### config.mk
export PLATFORM = sky130hd
export DESIGN_NAME = ring_fifo
export DESIGN_NICKNAME = d
export VERILOG_FILES = /design/src/rtl/ring_fifo.sv
export SDC_FILE = /design/constraint.sdc
export NUM_CORES = 1
export LEC_CHECK = 0
export ABC_AREA = 1
export CORE_MARGIN = 5
export CORE_UTILIZATION = 60
export CTS_BUF_LIST = sky130_fd_sc_hd__clkbuf_8
export DETAILED_ROUTE_END_ITERATION = 10
export GPL_ROUTABILITY_DRIVEN = 0
export PLACE_DENSITY = 0.8
export SLEW_MARGIN = 20
export SYNTH_ARGS = -nofsm -noshare
export SYNTH_HDL_FRONTEND = slang
export SYNTH_SLANG_ARGS = --single-unit
### constraint.sdc
create_clock -name clock -period 4.4 [get_ports clock]
set_input_delay 0.44 -clock clock [delete_from_list [all_inputs] [get_ports clock]]
set_output_delay 0.44 -clock clock [all_outputs]
set_load 0.01 [all_outputs]
### src/rtl/ring_fifo.sv
// Circular-buffer FIFO with a registered output stage, occupancy flags and synchronous flush.
// Define RING_FIFO_DROP_EN to never stall the producer and drop words that arrive while full.
module ring_fifo #(
  parameter int WIDTH      = 8,
  parameter int DEPTH      = 16,
  parameter int AFULL      = DEPTH - 2,
  parameter int AEMPTY     = 1,
  parameter int SIZE_WIDTH = $clog2(DEPTH + 1)
) (
  input  logic                  clock,
  input  logic                  resetn,
  input  logic                  flush,
  output logic [SIZE_WIDTH-1:0] size,
  output logic                  almost_full,
  output logic                  almost_empty,
  input  logic [WIDTH-1:0]      idata,
  input  logic                  ivalid,
  output logic                  iready,
  output logic [WIDTH-1:0]      odata,
  output logic                  ovalid,
  input  logic                  oready,
  output logic [7:0]            drop_count
);
  localparam int MEM_D = DEPTH - 1;
  localparam int PTR_W = (MEM_D > 1) ? $clog2(MEM_D) : 1;
  localparam logic [PTR_W-1:0]      PTR_LAST = PTR_W'(MEM_D - 1);
  localparam logic [SIZE_WIDTH-1:0] DEPTH_S  = SIZE_WIDTH'(DEPTH);
  localparam logic [SIZE_WIDTH-1:0] AFULL_S  = SIZE_WIDTH'(AFULL);
  localparam logic [SIZE_WIDTH-1:0] AEMPTY_S = SIZE_WIDTH'(AEMPTY);
  localparam logic [SIZE_WIDTH-1:0] ONE_S    = SIZE_WIDTH'(1);
  localparam logic                  AF_RST   = (AFULL == 0);

  logic [SIZE_WIDTH-1:0] r_size, w_next;
  logic                  r_ovalid, r_afull, r_aempty;
  logic [WIDTH-1:0]      r_odata;
  logic [WIDTH-1:0]      r_mem [MEM_D];
  logic [PTR_W-1:0]      r_wptr, r_rptr;
  logic                  w_itx, w_otx, w_mem_empty, w_bypass, w_mem_wr, w_mem_rd;

  function automatic logic [PTR_W-1:0] ptr_inc(input logic [PTR_W-1:0] p);
    return (p == PTR_LAST) ? '0 : p + PTR_W'(1);
  endfunction

  assign w_otx = r_ovalid && oready;

`ifdef RING_FIFO_DROP_EN
  logic       w_drop;
  logic [7:0] r_drop;

  // Accept whenever a slot exists after this cycle's read; otherwise the word is lost.
  assign w_itx      = ivalid && ((r_size != DEPTH_S) || w_otx);
  assign w_drop     = ivalid && !w_itx;
  assign iready     = 1'b1;
  assign drop_count = r_drop;

  always_ff @(posedge clock or negedge resetn) begin
    if (!resetn)                        r_drop <= '0;
    else if (w_drop && r_drop != 8'hFF) r_drop <= r_drop + 8'd1;
  end
`else
  logic r_iready;

  assign w_itx      = ivalid && r_iready;
  assign iready     = r_iready;
  assign drop_count = '0;

  always_ff @(posedge clock or negedge resetn) begin
    if (!resetn)    r_iready <= 1'b0;
    else if (flush) r_iready <= 1'b1;
    else            r_iready <= (w_next < DEPTH_S);
  end
`endif

  assign w_next      = r_size - SIZE_WIDTH'(w_otx) + SIZE_WIDTH'(w_itx);
  assign w_mem_empty = (r_size <= ONE_S);
  // Incoming word goes straight to the output register when nothing is queued ahead of it.
  assign w_bypass    = w_itx && (!r_ovalid || (w_otx && w_mem_empty));
  assign w_mem_wr    = w_itx && !w_bypass && !flush;
  assign w_mem_rd    = w_otx && !w_mem_empty;

  always_ff @(posedge clock or negedge resetn) begin
    if (!resetn) begin
      r_size   <= '0;
      r_ovalid <= 1'b0;
      r_afull  <= AF_RST;
      r_aempty <= 1'b1;
      r_wptr   <= '0;
      r_rptr   <= '0;
    end else if (flush) begin
      r_size   <= '0;
      r_ovalid <= 1'b0;
      r_afull  <= AF_RST;
      r_aempty <= 1'b1;
      r_wptr   <= '0;
      r_rptr   <= '0;
    end else begin
      r_size   <= w_next;
      r_ovalid <= (w_next != '0);
      r_afull  <= (w_next >= AFULL_S);
      r_aempty <= (w_next <= AEMPTY_S);
      if (w_mem_wr) r_wptr <= ptr_inc(r_wptr);
      if (w_mem_rd) r_rptr <= ptr_inc(r_rptr);
    end
  end

  // Data path carries no reset; contents are meaningless while ovalid is low.
  always_ff @(posedge clock) begin
    if (w_mem_wr) r_mem[r_wptr] <= idata;
    if (!flush) begin
      if (w_mem_rd)      r_odata <= r_mem[r_rptr];
      else if (w_bypass) r_odata <= idata;
    end
  end

  assign size         = r_size;
  assign almost_full  = r_afull;
  assign almost_empty = r_aempty;
  assign odata        = r_odata;
  assign ovalid       = r_ovalid;
endmodule

==> results.cfg, run 1 <==
[die]
die_w_um = 113.7
dieArea_um2 = 12930
start_util_pct = 61.97
die_y_um = 113.7
core_area_um2 = 10420
rows = 37
num_io_pins = 38

[synthesis]
synth.distinct_cells = 28
synthFlopType = edfxtp_1
syn_inst = 610
ys_seq_elements = 145
postSynthAreaPerCell_um2 = 10.58
yosysWarningCount = 0
synth_area_um2 = 6455
synth_edf_count = 128
synth-seq-area-share_pct = 66.16
async_reset_ff_share_pct = 11.72

[cts]
numCtsBuffers = 17
insertion_delay_ps = 440
ctsHtreeMaxLevel = 4
clkTransAtPathRegs_ps = 80
cts-resized-gates = 0
cts_tree = yes
post_cts_buffers = 0
cts_root_buf = clkbuf_8
cts_num_sinks = 145
cts_max_path_buffers = 2
ctsHoldBuffers = 0

[grt]
grt_overflow_total = 0
busiest_layer = met2
use_met2_pct = 37.26
use_met3_pct = 5.464
grtUsageTotal_pct = 23.15
grt_pass1_wl_mm = 22.43
grt_max_degree = 61
antenna_found_initial = 0
grt_pass1_vias = 4287
use_met1_pct = 31.58

[timing]
setup_violations = 0
fin_ws_ps = 1690
worstMarginPinSlew_ps = 1060
rsz0062_at_grt = false
whs_ps = 441.1
timing.fmax_ghz = 0.3690
setup_tns_ps = 0
post-route-period-util_pct = 61.59
finClkSkew_ps = 11.32
slew_headroom_pct = 28.81
finalCriticalPeriod_ps = 2710
hold_viol = 0
slew_violations = 0

[detailed_routing]
wl_per_cell_um = 18.25
drt-total-wl_mm = 14.24
vias = 4470
avgViaCountPerCell = 5.731
drc = 0
first_pass_iters = 5
drtIter0Drc = 537
ant_nets = 0

[final_layout]
layout_common_cells = nand2_1 (189), edfxtp_1 (128), nand3_1 (85), inv_1 (50), nor2_1 (31)
area_growth_pct = 10.20
antenna_cells = 0
final_common_cell = nand2_1
drive_above_1_share_pct = 6.677
layout.nets = 656

[power]
p_leak_uw = 0.002846
p_total_uw = 3771
ir_drop_mv = 0.4551
power.density_nw_per_um2 = 530.2

[setup_path]
startpoint = size[1]
critPathMaxStageDelay_ps = 680
path_class = flop to flop
critPathRequiredTime_ps = 4470
critPathMaxFanout = 13
reg2reg_slack_ps = 1690
cpMaxStageDelayCell = a21oi_1
worstReg2RegEnd = odata[5]
endpoint = odata[5]
arrival_ps = 2770
worstRegToRegCells = 9
cp-start-kind = flop
r2r_start = size[1]
cp_common_cell = nand2_1
crit_chain = inv_1 -> ha_1 -> nand2_1 -> nand2_1 -> nand2_1 -> nand2_1 -> nor2_2 -> inv_1 -> a21oi_1
endpoint_kind = flop

[status]
status = complete, no violations

[place]
place_ws_ps = 1367
port_buffers = 29
hpwl_mm = 8.961

[job]
cap_violations = 0

[min_path]
hold_path_class = input pin to asynchronous set/reset pin
worst min path at each step:
stage / endpoint / startpoint / slack [ps] / cells past startpoint
final: size[4] / resetn / 440 / 1
after detailed placement: r_wptr[0] / r_wptr[0] / 600 / 2
after floorplan: almost_full / resetn / 140 / 0
after CTS: size[4] / resetn / 460 / 1
after global routing: size[1] / resetn / 500 / 1
after global placement: r_wptr[0] / r_wptr[0] / 580 / 2
layer usage:
metal	part of all wire [%]	vias up
met2	48	277
li1	-	2074
met5	0	-
met3	10	30
met1	40	2089
met4	2.0	0
critical path: cells and delay by family (launching register included):
kind                       cells  cell delay (ps)
AOI/OAI and AO/OA              1              680
adders and majority gates      1              220
buffers and inverters          2              410
DFF                            1              390
and+or+nand+nor                5              630
area by class of cell:
| class | instances | area, um^2 |
|---|---|---|
| Timing Repair Buffer | 31 | 305.3 |
| Tap cell | 136 | 170.2 |
| Clock inverter | 15 | 146.4 |
| Sequential cell | 145 | 4272 |
| Inverter | 52 | 195.2 |
| Clock buffer | 17 | 234.0 |
| Fill cell | 732 | 3303 |
| Multi-Input combinational cell | 384 | 1790 |
cells by family after synthesis:
| family | count (synthesis) | share of synthesized area [%] |
|---|---|---|
| AOI/OAI and AO/OA | 33 | 2.597 |
| xor gates and xnor gates | 4 | 0.5428 |
| adders and majority gates | 12 | 2.442 |
| buffers and inverters | 88 | 6.746 |
| DFF | 145 | 66.16 |
| other | 1 | 0.05810 |
| and+or+nand+nor | 327 | 21.46 |
sequential cells by signal, indices dropped and copies added, names as in the netlist:
register      count
ovalid            1
almost_empty      1
r_mem           120
r_rptr            4
iready            1
size              5
almost_full       1
odata             8
r_wptr            4
Yosys cell counts (10+ instances only):
cell type / instances / share of area [%]
nand2_1: 189 / 11
buf_2: 15 / 1.2
o21ai_0: 10 / 0.78
dfrtp_1: 16 / 6.2
nor3_1: 15 / 1.2
nand3_1: 85 / 6.6
a21oi_1: 13 / 1.0
inv_1: 49 / 2.8
nor2_1: 31 / 1.8
ha_1: 11 / 2.1
edfxtp_1: 128 / 60
buf_4: 11 / 1.3
stage by stage:
step                      utilization (%)  cells  cell area [um^2]
after global routing                68.29    780              7113
after global placement              64.49    748              6718
after floorplan                         -    617              6481
after CTS                           68.14    780              7098
after detailed placement            64.49    748              6718
final                               68.29    780              7113
power by group:
group          leakage (uW)  internal, uW  total [uW]  switching (uW)
combinational       0.00129           374        1130             759
clock              0.000181           497         989             492
sequential          0.00137          1600        1650            46.7
(Power assumes the default switching activity.)
==> run 2, diff against run 1 <==
- clock period: 4.4 -> 2.6 ns (I/O delays scaled with it)
==> run 2 against run 1 <==
Against the previous run: clock power rose by 92%; highest routed layer unchanged; count of clock-buffer cells in the layout unchanged; final area rose by 3.0%; first-iteration DRC count down 8.0%; sequential cell count is the same; utilization is 2.0 points higher; sequential power is 69% higher; worst setup slack worse by 1300 ps; combinational power rose by 78%; largest cell class unchanged; fmax up 21%; final cell count is 2.9% higher.
==> results.cfg, run 2 (same netlist as run 1, synthesis figures left out) <==
[detailed_routing]
drc = 0
drt-total-wl_mm = 14.21
wl_per_cell_um = 17.70
first_pass_iters = 5
vias = 4575
avgViaCountPerCell = 5.697
drtIter0Drc = 494
ant_nets = 0

[power]
p_leak_uw = 0.003004
ir_drop_mv = 0.8859
power.density_nw_per_um2 = 915.4

[cts]
cts-resized-gates = 0
cts_root_buf = clkbuf_8
ctsHtreeMaxLevel = 4
cts_num_sinks = 145
cts_max_path_buffers = 2
numCtsBuffers = 17
cts_tree = yes
clkTransAtPathRegs_ps = 70
ctsHoldBuffers = 0
insertion_delay_ps = 440
post_cts_buffers = 0

[final_layout]
largest_reg_flops = 120
post-route-util_pct = 70.31
final_common_cell = nand2_1
fin_area_um2 = 7323
layout.cells.non_filler = 803
regMostFlops = r_mem
layout.nets = 679
drive_above_1_share_pct = 8.846
layout_common_cells = nand2_1 (189), edfxtp_1 (128), nand3_1 (85), inv_1 (51), nor2_1 (31)
area_growth_pct = 13.45
antenna_cells = 0

[setup_path]
critPathMaxFanout = 5
path_buf_inv = 2
path_delay_family = adder cells
reg2reg_slack_ps = 350
crit_chain = nand2_1 -> inv_1 -> ha_1 -> inv_1 -> ha_1 -> fa_1 -> nand3_1 -> nand2_1 -> xnor2_1 -> nand2_1 -> nand4_1
cp_common_cell = nand2_1
critPathMaxStageDelay_ps = 450
cpMaxStageDelayCell = dfrtp_1
path_class = flop to flop
startpoint = ovalid
r2r_start = ovalid
arrival_ps = 2560
critPathRequiredTime_ps = 2910
endpoint_kind = flop
cp-start-kind = flop

[die]
rows = 37
die_w_um = 113.7
dieArea_um2 = 12930
start_util_pct = 61.97
die_y_um = 113.7
num_io_pins = 38
core_area_um2 = 10420

[grt]
grt_pass1_wl_mm = 22.80
grt_max_degree = 61
grtUsageTotal_pct = 23.34
grt_pass1_vias = 4480
grt_overflow_total = 0
antenna_found_initial = 0

[timing]
finalCriticalPeriod_ps = 2246
hold_viol = 0
slew_violations = 0
finClkSkew_ps = 10.51
rsz0062_at_grt = false
timing.fmax_ghz = 0.4452
fin_ws_ps = 353.9
post-route-period-util_pct = 86.39
slew_headroom_pct = 47.53
setup_tns_ps = 0
worstMarginPinSlew_ps = 784.6
setup_violations = 0

[place]
dp_cells = 771
place_area_um2 = 6890
place_ws_ps = 131.6
hpwl_mm = 9.140
port_buffers = 29

[min_path]
hold_path_class = input pin to asynchronous set/reset pin

[status]
status = complete, no violations

[job]
cap_violations = 0
-- run 2: cell type report --
class	count	area, um^2
sequential	145	4272
fill	721	3093
timing repair buffer	54	478.0
clock inverter	15	198.9
tap	136	170.2
multi-input combinational	384	1775
clock buffer	17	234.0
inverter	52	195.2
-- run 2: path summary, 6_finish.rpt --
check                             to  depth (start not counted)
max                           ovalid                         11
min                        r_wptr[0]                          1
max reg2reg                   ovalid                         11
min reg2reg                r_wptr[0]                          2
max in group asynchronous  r_rptr[0]                          1
min in group clock           size[1]                          2
-- run 2: where the power goes --
part	leakage [uW]	switching, uW	internal [uW]
clock network	0.000220	783	1120
registers	0.00137	82.4	2710
logic	0.00141	1330	675
total	0.00300	2200	4510
-- run 2: worst register-to-register path: stages, from the launching register on --
cell	delay, ps
dfrtp_1	450
nand2_1	140
inv_1	50
ha_1	270
inv_1	40
ha_1	200
fa_1	430
nand3_1	110
nand2_1	70
xnor2_1	130
nand2_1	140
nand4_1	110
-- run 2: per-stage QoR --
stage                     hold slack [ps]  power [uW]
after global routing                313.1        7081
after detailed placement            589.7        4804
after floorplan                    -35.59        4203
after CTS                           261.1        6714
after global placement              576.4        4710
final                               272.4        6704
-- run 2: layer usage --
layer | up-vias | part of all wire (%) | track usage [%]
met4 | 0 | 3.3 | 12.18
li1 | 2124 | - | -
met5 | - | 0 | 0
met2 | 253 | 51 | 39.62
met1 | 2156 | 37 | 28.04
met3 | 42 | 8.4 | 4.987
==> run 3, diff against run 2 <==
- CORE_UTILIZATION: 60 -> 30
- PLACE_DENSITY: 0.8 -> not set
==> run 3 against run 2 <==
Against the previous run: final area grew 2.3%; non-clock buffer count shrank 1; sequential cell count is the same; first-iteration DRC count shrank 21%; utilization shrank 35 points; register-to-register slack gained 60 ps; critical path depth is the same; global-route usage shrank 11 points; combinational power shrank 2%; sequential power is essentially flat; sequential share of layout area shrank 1.3 points; largest cell class unchanged.
==> results.cfg, run 3 (same netlist as run 1, synthesis figures left out) <==
[detailed_routing]
vias = 4262
drc = 0
wl_per_cell_um = 15.02
avgViaCountPerCell = 4.529
first_pass_iters = 5
drtIter0Drc = 388
ant_nets = 0
drt-total-wl_mm = 14.14

[timing]
fin_ws_ps = 413.5
slew_headroom_pct = 45.20
post-route-period-util_pct = 84.10
finClkSkew_ps = 8.659
setup_violations = 0
hold_viol = 0
worstMarginPinSlew_ps = 819.5
setup_tns_ps = 0
rsz0062_at_grt = false
slew_violations = 0
whs_ps = 276.5
finalCriticalPeriod_ps = 2187
timing.fmax_ghz = 0.4573

[cts]
cts_tree = yes
cts_max_path_buffers = 2
clkTransAtPathRegs_ps = 80
cts_root_buf = clkbuf_8
cts-resized-gates = 0
numCtsBuffers = 17
ctsHoldBuffers = 0
cts_num_sinks = 145
ctsHtreeMaxLevel = 4
post_cts_buffers = 0
insertion_delay_ps = 460

[final_layout]
antenna_cells = 0
layout.cells.non_filler = 941
post-route-util_pct = 35.53
area_growth_pct = 16.09
regMostFlops = r_mem
largest_reg_flops = 120
nFillCells = 2125
layout.nets = 678
layout_common_cells = nand2_1 (189), edfxtp_1 (128), nand3_1 (85), inv_1 (49), nor2_1 (31)
final_common_cell = nand2_1
drive_above_1_share_pct = 9.009

[setup_path]
worstReg2RegEnd = almost_full
endpoint_kind = flop
path_buf_inv = 2
cp-start-kind = flop
arrival_ps = 2520
cp_common_cell = nand2_1
r2r_start = ovalid
reg2reg_slack_ps = 410
critPathMaxStageDelay_ps = 450
cpMaxStageDelayCell = dfrtp_1
path_delay_family = adder cells
worstRegToRegCells = 11
crit_chain = nand2_1 -> inv_1 -> ha_1 -> inv_1 -> ha_1 -> fa_1 -> nand3_1 -> nand2_1 -> xnor2_1 -> nand2_1 -> o21ai_0
critPathRequiredTime_ps = 2930
critPathMaxFanout = 5
path_class = flop to flop

[grt]
grt_pass1_vias = 4109
grt_pass1_wl_mm = 22.59
use_met3_pct = 2.931
use_met2_pct = 19.03
busiest_layer = met2
grt_overflow_total = 0
use_met1_pct = 16.22
grtUsageTotal_pct = 12.03
grt_max_degree = 61
antenna_found_initial = 0

[place]
port_buffers = 29
hpwl_mm = 8.982
place_ws_ps = 191.4
dp_cells = 909

[die]
core_area_um2 = 21090
start_util_pct = 30.61
die_y_um = 156.7
rows = 53
num_io_pins = 38
die_w_um = 156.7
dieArea_um2 = 24550

[power]
power.density_nw_per_um2 = 885.9
ir_drop_mv = 0.3848
p_leak_uw = 0.002990

[status]
status = complete, no violations

[job]
cap_violations = 0

[min_path]
hold_path_class = input pin to asynchronous set/reset pin
run 3: cell types whose count changed in the layout (fill, tap and decap cells not counted), sizes merged:
cell      previous run  this run
buf                 25        24
bufinv               5         4
clkinvlp             2         3
run 3: area by class of cell:
class	instances	area (um^2)	share of cell area (%)
well taps	275	344.1	4.592
inverters	52	195.2	2.605
clock inverters	15	190.2	2.538
clock buffers	17	234.0	3.122
repair buffers	53	483.0	6.445
multi-input cells	384	1775	23.69
flip-flops and latches	145	4272	57.00
run 3: routing by layer:
metal	wire length (um)	part of all wire, %
met1	6455	46
met2	6706	47
met3	727	5.1
met4	246	1.7
met5	0	0
run 3: worst max path at each step:
stage             from      endpoint  slack (ps)  cells after the start
2_1_floorplan  size[1]  r_mem[14][0]         310                     10
3_5_place_dp    oready   almost_full         190                     12
6_report        ovalid   almost_full         410                     11
5_1_grt         ovalid  almost_empty         260                     12
4_1_cts         ovalid   almost_full         410                     11
3_3_place_gp    oready   almost_full         240                     12
run 3: worst register-to-register path, cell delays in order, from the launching register on:
cell	delay [ps]
dfrtp_1	450
nand2_1	140
inv_1	50
ha_1	270
inv_1	40
ha_1	200
fa_1	400
nand3_1	100
nand2_1	70
xnor2_1	130
nand2_1	130
o21ai_0	110
run 3: through the flow:
step | instance area [um^2] | total power (uW)
after floorplan | 6481 | 4203
after global placement | 7069 | 4807
after detailed placement | 7069 | 4825
after CTS | 7493 | 6712
after global routing | 7493 | 7086
final | 7493 | 6638
run 3: where the power goes:
part | internal (uW) | switching (uW) | total [uW]
registers | 2710 | 79.2 | 2790
clock network | 1040 | 846 | 1880
logic | 681 | 1280 | 1970
total | 4430 | 2210 | 6640
